[config.mk]
export PLATFORM = sky130hd
export DESIGN_NAME = vram_write_fifo
export DESIGN_NICKNAME = d
export VERILOG_FILES = /design/src/rtl/vram_pkg.sv /design/src/rtl/vram_wfifo_mem.sv /design/src/rtl/vram_write_fifo.sv
export SDC_FILE = /design/constraint.sdc
export NUM_CORES = 1
export LEC_CHECK = 0
export ABC_AREA = 1
export CAP_MARGIN = 0
export CORE_MARGIN = 2
export CORE_UTILIZATION = 24
export DETAILED_ROUTE_END_ITERATION = 12
export GPL_TIMING_DRIVEN = 1
export SYNTH_ARGS = -nofsm -noshare
export SYNTH_HDL_FRONTEND = slang
export SYNTH_SLANG_ARGS = --single-unit
[constraint.sdc]
create_clock -name clk100 -period 6.25 [get_ports clk100]
set_input_delay 1.875 -clock clk100 [delete_from_list [all_inputs] [get_ports clk100]]
set_output_delay 1.875 -clock clk100 [all_outputs]
set_load 0.005 [all_outputs]
[src/rtl/vram_pkg.sv]
// rtl/vram_pkg.sv - shared VRAM write-path widths, depth and write-entry type
package vram_pkg;

    localparam int VRAM_ADDR_W = 17;
    localparam int VRAM_DATA_W = 8;
    localparam int WFIFO_DEPTH = 16;

    typedef struct packed {
        logic [VRAM_ADDR_W-1:0] addr;
        logic [VRAM_DATA_W-1:0] data;
    } vram_wr_t;

endpackage

[src/rtl/vram_wfifo_mem.sv]
// rtl/vram_wfifo_mem.sv - simple dual-port RAM, registered read port, for the VRAM write FIFO
module vram_wfifo_mem
    import vram_pkg::*;
#(
    parameter  int DEPTH = WFIFO_DEPTH,
    parameter  int WIDTH = VRAM_ADDR_W + VRAM_DATA_W,
    localparam int AW    = $clog2(DEPTH)
) (
    input  logic             clk100,
    input  logic             reset,
    input  logic             i_we,
    input  logic [AW-1:0]    i_waddr,
    input  logic [WIDTH-1:0] i_wdata,
    input  logic             i_re,
    input  logic [AW-1:0]    i_raddr,
    output logic [WIDTH-1:0] o_rdata
);

    logic [WIDTH-1:0] r_mem [DEPTH];
    logic [WIDTH-1:0] r_rdata;

    always_ff @(posedge clk100) begin
        if (i_we)
            r_mem[i_waddr] <= i_wdata;
    end

    // Read-before-write: a same-address push while full never bypasses into the pop
    always_ff @(posedge clk100) begin
        if (reset)
            r_rdata <= '0;
        else if (i_re)
            r_rdata <= r_mem[i_raddr];
    end

    assign o_rdata = r_rdata;

endmodule

[src/rtl/vram_write_fifo.sv]
// rtl/vram_write_fifo.sv - CPU-to-VRAM write buffer with toggle handshake; VRAM_WFIFO_STATS_EN adds hwm/stall_cnt
module vram_write_fifo
    import vram_pkg::*;
#(
    parameter  int DEPTH  = WFIFO_DEPTH,
    parameter  int ADDR_W = VRAM_ADDR_W,
    parameter  int DATA_W = VRAM_DATA_W,
    localparam int PTR_W  = $clog2(DEPTH)
) (
    input  logic              clk100,
    input  logic              reset,
    input  logic              cpu_req_tgl,
    input  logic [ADDR_W-1:0] cpu_addr,
    input  logic [DATA_W-1:0] cpu_data,
    output logic              cpu_ack_tgl,
    input  logic              rd_en,
    output logic [ADDR_W-1:0] rd_addr,
    output logic [DATA_W-1:0] rd_data,
    output logic              empty,
    output logic              full,
    output logic [PTR_W:0]    level,
    output logic              underflow
`ifdef VRAM_WFIFO_STATS_EN
    ,
    input  logic              stats_clr,
    output logic [PTR_W:0]    hwm,
    output logic [15:0]       stall_cnt
`endif
);

    localparam logic [PTR_W-1:0] PTR_ONE  = 1;
    localparam logic [PTR_W:0]   LVL_ONE  = 1;
    localparam logic [PTR_W:0]   LVL_FULL = DEPTH;

    logic                     r_req_q;
    logic                     r_ack;
    logic [PTR_W-1:0]         r_wptr;
    logic [PTR_W-1:0]         r_rptr;
    logic [PTR_W:0]           r_level;
    logic                     r_underflow;
    logic                     w_empty;
    logic                     w_full;
    logic                     w_req_pending;
    logic                     w_pop;
    logic                     w_push;
    logic [ADDR_W+DATA_W-1:0] w_rdata;

    assign w_empty       = (r_level == '0);
    assign w_full        = (r_level == LVL_FULL);
    assign w_req_pending = (r_req_q != r_ack);
    assign w_pop         = rd_en && !w_empty;
    // A full queue still accepts the pending write in the cycle a slot is freed
    assign w_push        = w_req_pending && (!w_full || w_pop);

    always_ff @(posedge clk100) begin
        if (reset) begin
            r_req_q     <= 1'b0;
            r_ack       <= 1'b0;
            r_wptr      <= '0;
            r_rptr      <= '0;
            r_level     <= '0;
            r_underflow <= 1'b0;
        end else begin
            r_req_q <= cpu_req_tgl;
            if (w_push) begin
                r_ack  <= r_req_q;
                r_wptr <= r_wptr + PTR_ONE;
            end
            if (w_pop)
                r_rptr <= r_rptr + PTR_ONE;
            if (w_push && !w_pop)
                r_level <= r_level + LVL_ONE;
            else if (w_pop && !w_push)
                r_level <= r_level - LVL_ONE;
            if (rd_en && w_empty)
                r_underflow <= 1'b1;
        end
    end

    vram_wfifo_mem #(
        .DEPTH (DEPTH),
        .WIDTH (ADDR_W + DATA_W)
    ) u_mem (
        .clk100  (clk100),
        .reset   (reset),
        .i_we    (w_push),
        .i_waddr (r_wptr),
        .i_wdata ({cpu_addr, cpu_data}),
        .i_re    (w_pop),
        .i_raddr (r_rptr),
        .o_rdata (w_rdata)
    );

    assign cpu_ack_tgl = r_ack;
    assign rd_addr     = w_rdata[ADDR_W+DATA_W-1:DATA_W];
    assign rd_data     = w_rdata[DATA_W-1:0];
    assign empty       = w_empty;
    assign full        = w_full;
    assign level       = r_level;
    assign underflow   = r_underflow;

`ifdef VRAM_WFIFO_STATS_EN
    logic [PTR_W:0] r_hwm;
    logic [15:0]    r_stall_cnt;

    always_ff @(posedge clk100) begin
        if (reset || stats_clr) begin
            r_hwm       <= '0;
            r_stall_cnt <= '0;
        end else begin
            if (r_level > r_hwm)
                r_hwm <= r_level;
            if (w_req_pending && w_full && r_stall_cnt != 16'hFFFF)
                r_stall_cnt <= r_stall_cnt + 16'd1;
        end
    end

    assign hwm       = r_hwm;
    assign stall_cnt = r_stall_cnt;
`endif

endmodule

==> results.yml <==
timing:
  finalCritPeriodShare_pct: 63.62
  max_slew.worst_pin.slew_ns: 1.076
  setup_viol: 0
  finalWorstSetupSlack_ns: 2.274
  fin_crit_ns: 3.976
  final-hold-violation-count: 0
  fmax_mhz: 251.5
  slew_violations: 0
  tns_ns: 0
  finClkSkew_ns: 0.01776
  max-slew-margin-rel_pct: 28.29
  rsz0062_at_grt: "no"
power_and_ir_drop:
  swShare_pct: 30.27
  power.share.combinational_pct: 22.2
  p_int_uw: 5441
  p_sw_uw: 2363
  clock_power_share_pct: 33.0
  ir_drop_uv: 143.2
  powerDensity_nw_per_um2: 358.7
  leakagePower_uw: 0.008675
  total_power_uw: 7804
  p_seq_share_pct: 44.7
cts:
  path_clk_slew_ns: 0.06
  numCtsBuffers: 45
  cts_max_level: 2
  cts_resized: 0
  cts.sinks: 441
  cts_tree: "yes"
  insertion_delay_ns: 0.56
  hold_buffers: 0
  cts-root-buf: "clkbuf_16"
  ctsLongestPathBuffers: 3
  postCtsSetupBuffers: 0
placed_design:
  gp_congestion: 0.7533
  io_buffers: 62
  dp.cells: 2850
  hpwl_um: 26410
  place_ws_ns: 1.717
worst_setup_path:
  regToRegSetupSlack_ns: 3.16
  end_kind: "flop"
  cp.arrival_ns: 4.15
  cp_max_fo: 25
  crit_path_start_kind: "input pin"
  r2r_start: "r_rptr[1]"
  required_ns: 6.42
  critPathCapture: "u_mem.r_mem[1][0]"
  r2r-end: "u_mem.o_rdata[5]"
  crit_path_start: "rd_en"
  critPathKind: "input pin to flop"
  reg2regPathDepth: 8
synthesis:
  syn_area_per_cell_um2: 10.19
  async_flop_share_pct: 0
  yosysWarningCount: 0
  seq_area_frac_synth_pct: 68.84
  synth-edff-count: 400
  synth_seq_cells: 441
  syn_area_um2: 18640
  synth_fp_nets: 1868
  synth_cell_type_count: 21
  synth_flop_cell: "edfxtp_1"
  synthCells: 1829
  synth_top_area_share_pct: 64.43
  synth.area.top_cells: "edfxtp_1, nand2_1, nand3_1"
  synth_top_cell_by_area: "edfxtp_1"
floorplanning:
  rows: 102
  die_area_um2: 79920
  core_region_area_um2: 77210
  die_w_um: 282.7
  fp.dieH_um: 282.7
  start_util_pct: 24.14
  io_pins: 63
finish:
  nNetsFinal: 1896
  area_growth_pct: 16.72
  antenna_cells: 0
  drive_above_1_share_pct: 5.034
  fin_cells: 2927
  regArea_um2: 12840
  num-fill-cells: 8009
  multiInputGateArea_um2: 4594
grt:
  grt_antenna_before_repair: 0
  grt_pass1_vias: 11540
  grt_max_degree: 91
  track_usage_pct: 11.49
  grt_pass1_wl_um: 70010
  grt_overflow: 0
route:
  wl_um: 46290
  ant_nets: 0
  first_iter_violations: 910
  via_per_inst: 4.146
  wire_per_inst_um: 15.82
  drc: 0
  vias: 12140
  dr.pass1.iters: 5
run:
  max-cap-violations: 0
hold_path:
  min_path_type: "flop to flop"
run_status:
  outcome: "finished clean"
## cells by family (layout without fill, tap and decap cells)
group           Yosys count  count (layout)  synth area share [%]
xor+xnor                  7               7                0.3289
flops                   441             441                 68.84
buf+inv                 336             394                 7.162
compound gates           23              23                0.6645
fa+ha+maj                10              10                0.7115
simple gates           1012            1012                 22.30
## stage by stage
step           utilization [%]  cell area [µm²]  hold WS [ns]
3_3_place_gp             26.36            20350        0.4574
3_5_place_dp             26.36            20350        0.4577
5_1_grt                  28.18            21760        0.5345
6_report                 28.18            21760        0.4753
4_1_cts                  28.18            21760        0.4775
2_1_floorplan                -            18640        0.4519
## cell type report
cell class	count	share of cell area [%]
sequential	441	59.02
multi-input combinational	1052	21.12
tap	1040	5.980
clock buffer	62	5.894
inverter	245	4.255
timing repair buffer	72	3.174
clock inverter	15	0.5635
## metal layers
metal  track usage (%)  wire (µm)
met3             1.655       1988
met2             20.01      22840
met1             14.53      20060
met4             4.029       1407
met5                 0          0
## power by group through the flow
stage | logic, µW | clock network [µW] | registers, µW
after floorplan | 1200 | 0 | 3460
after global placement | 1740 | 0 | 3560
after detailed placement | 1750 | 0 | 3560
after CTS | 1760 | 2620 | 3500
after global routing | 1970 | 2740 | 3510
final | 1730 | 2580 | 3490
## sequential cells by signal, summed over array words and instances, names as in the netlist
signal and cells:
r_req_q 1, level 5, underflow 1, r_rptr 4, u_mem.o_rdata 25, r_wptr 4
cpu_ack_tgl 1, u_mem.r_mem 400
## synth_stat cells, types with 6 or more instances
master / number
a21oi_1: 13
buf_1: 8
buf_2: 59
clkbuf_1: 24
dfxtp_1: 41
edfxtp_1: 400
ha_1: 9
inv_1: 241
nand2_1: 648
nand3_1: 282
nor2_1: 80
o21ai_0: 8
xor2_1: 6
## layout by cell type (no fill, tap or decap), types with 13 or more instances in the layout
master	count
a21oi_1	13
clkdlybuf4s50_1	61
nor2_1	64
inv_1	240
dfxtp_1	38
nand2_1	648
clkbuf_16	47
nor2_4	16
nand3_1	282
edfxtp_1	400
## worst max-delay path: stages
cell	delay, ns
clkdlybuf4s50_1	0.50
nand2_2	0.14
a21boi_2	0.43
nand2_1	0.35
nor2_4	0.83
## worst min path at each step
| stage | endpoint | from | cells past startpoint | slack [ns] |
|---|---|---|---|---|
| finish | underflow | underflow | 2 | 0.48 |
| global route | underflow | underflow | 2 | 0.53 |
| CTS | underflow | underflow | 2 | 0.48 |
| detailed placement | underflow | underflow | 2 | 0.46 |
| global placement | underflow | underflow | 2 | 0.46 |
| floorplan | cpu_ack_tgl | r_req_q | 2 | 0.45 |
Note: power is estimated with default switching activity, not from simulation.
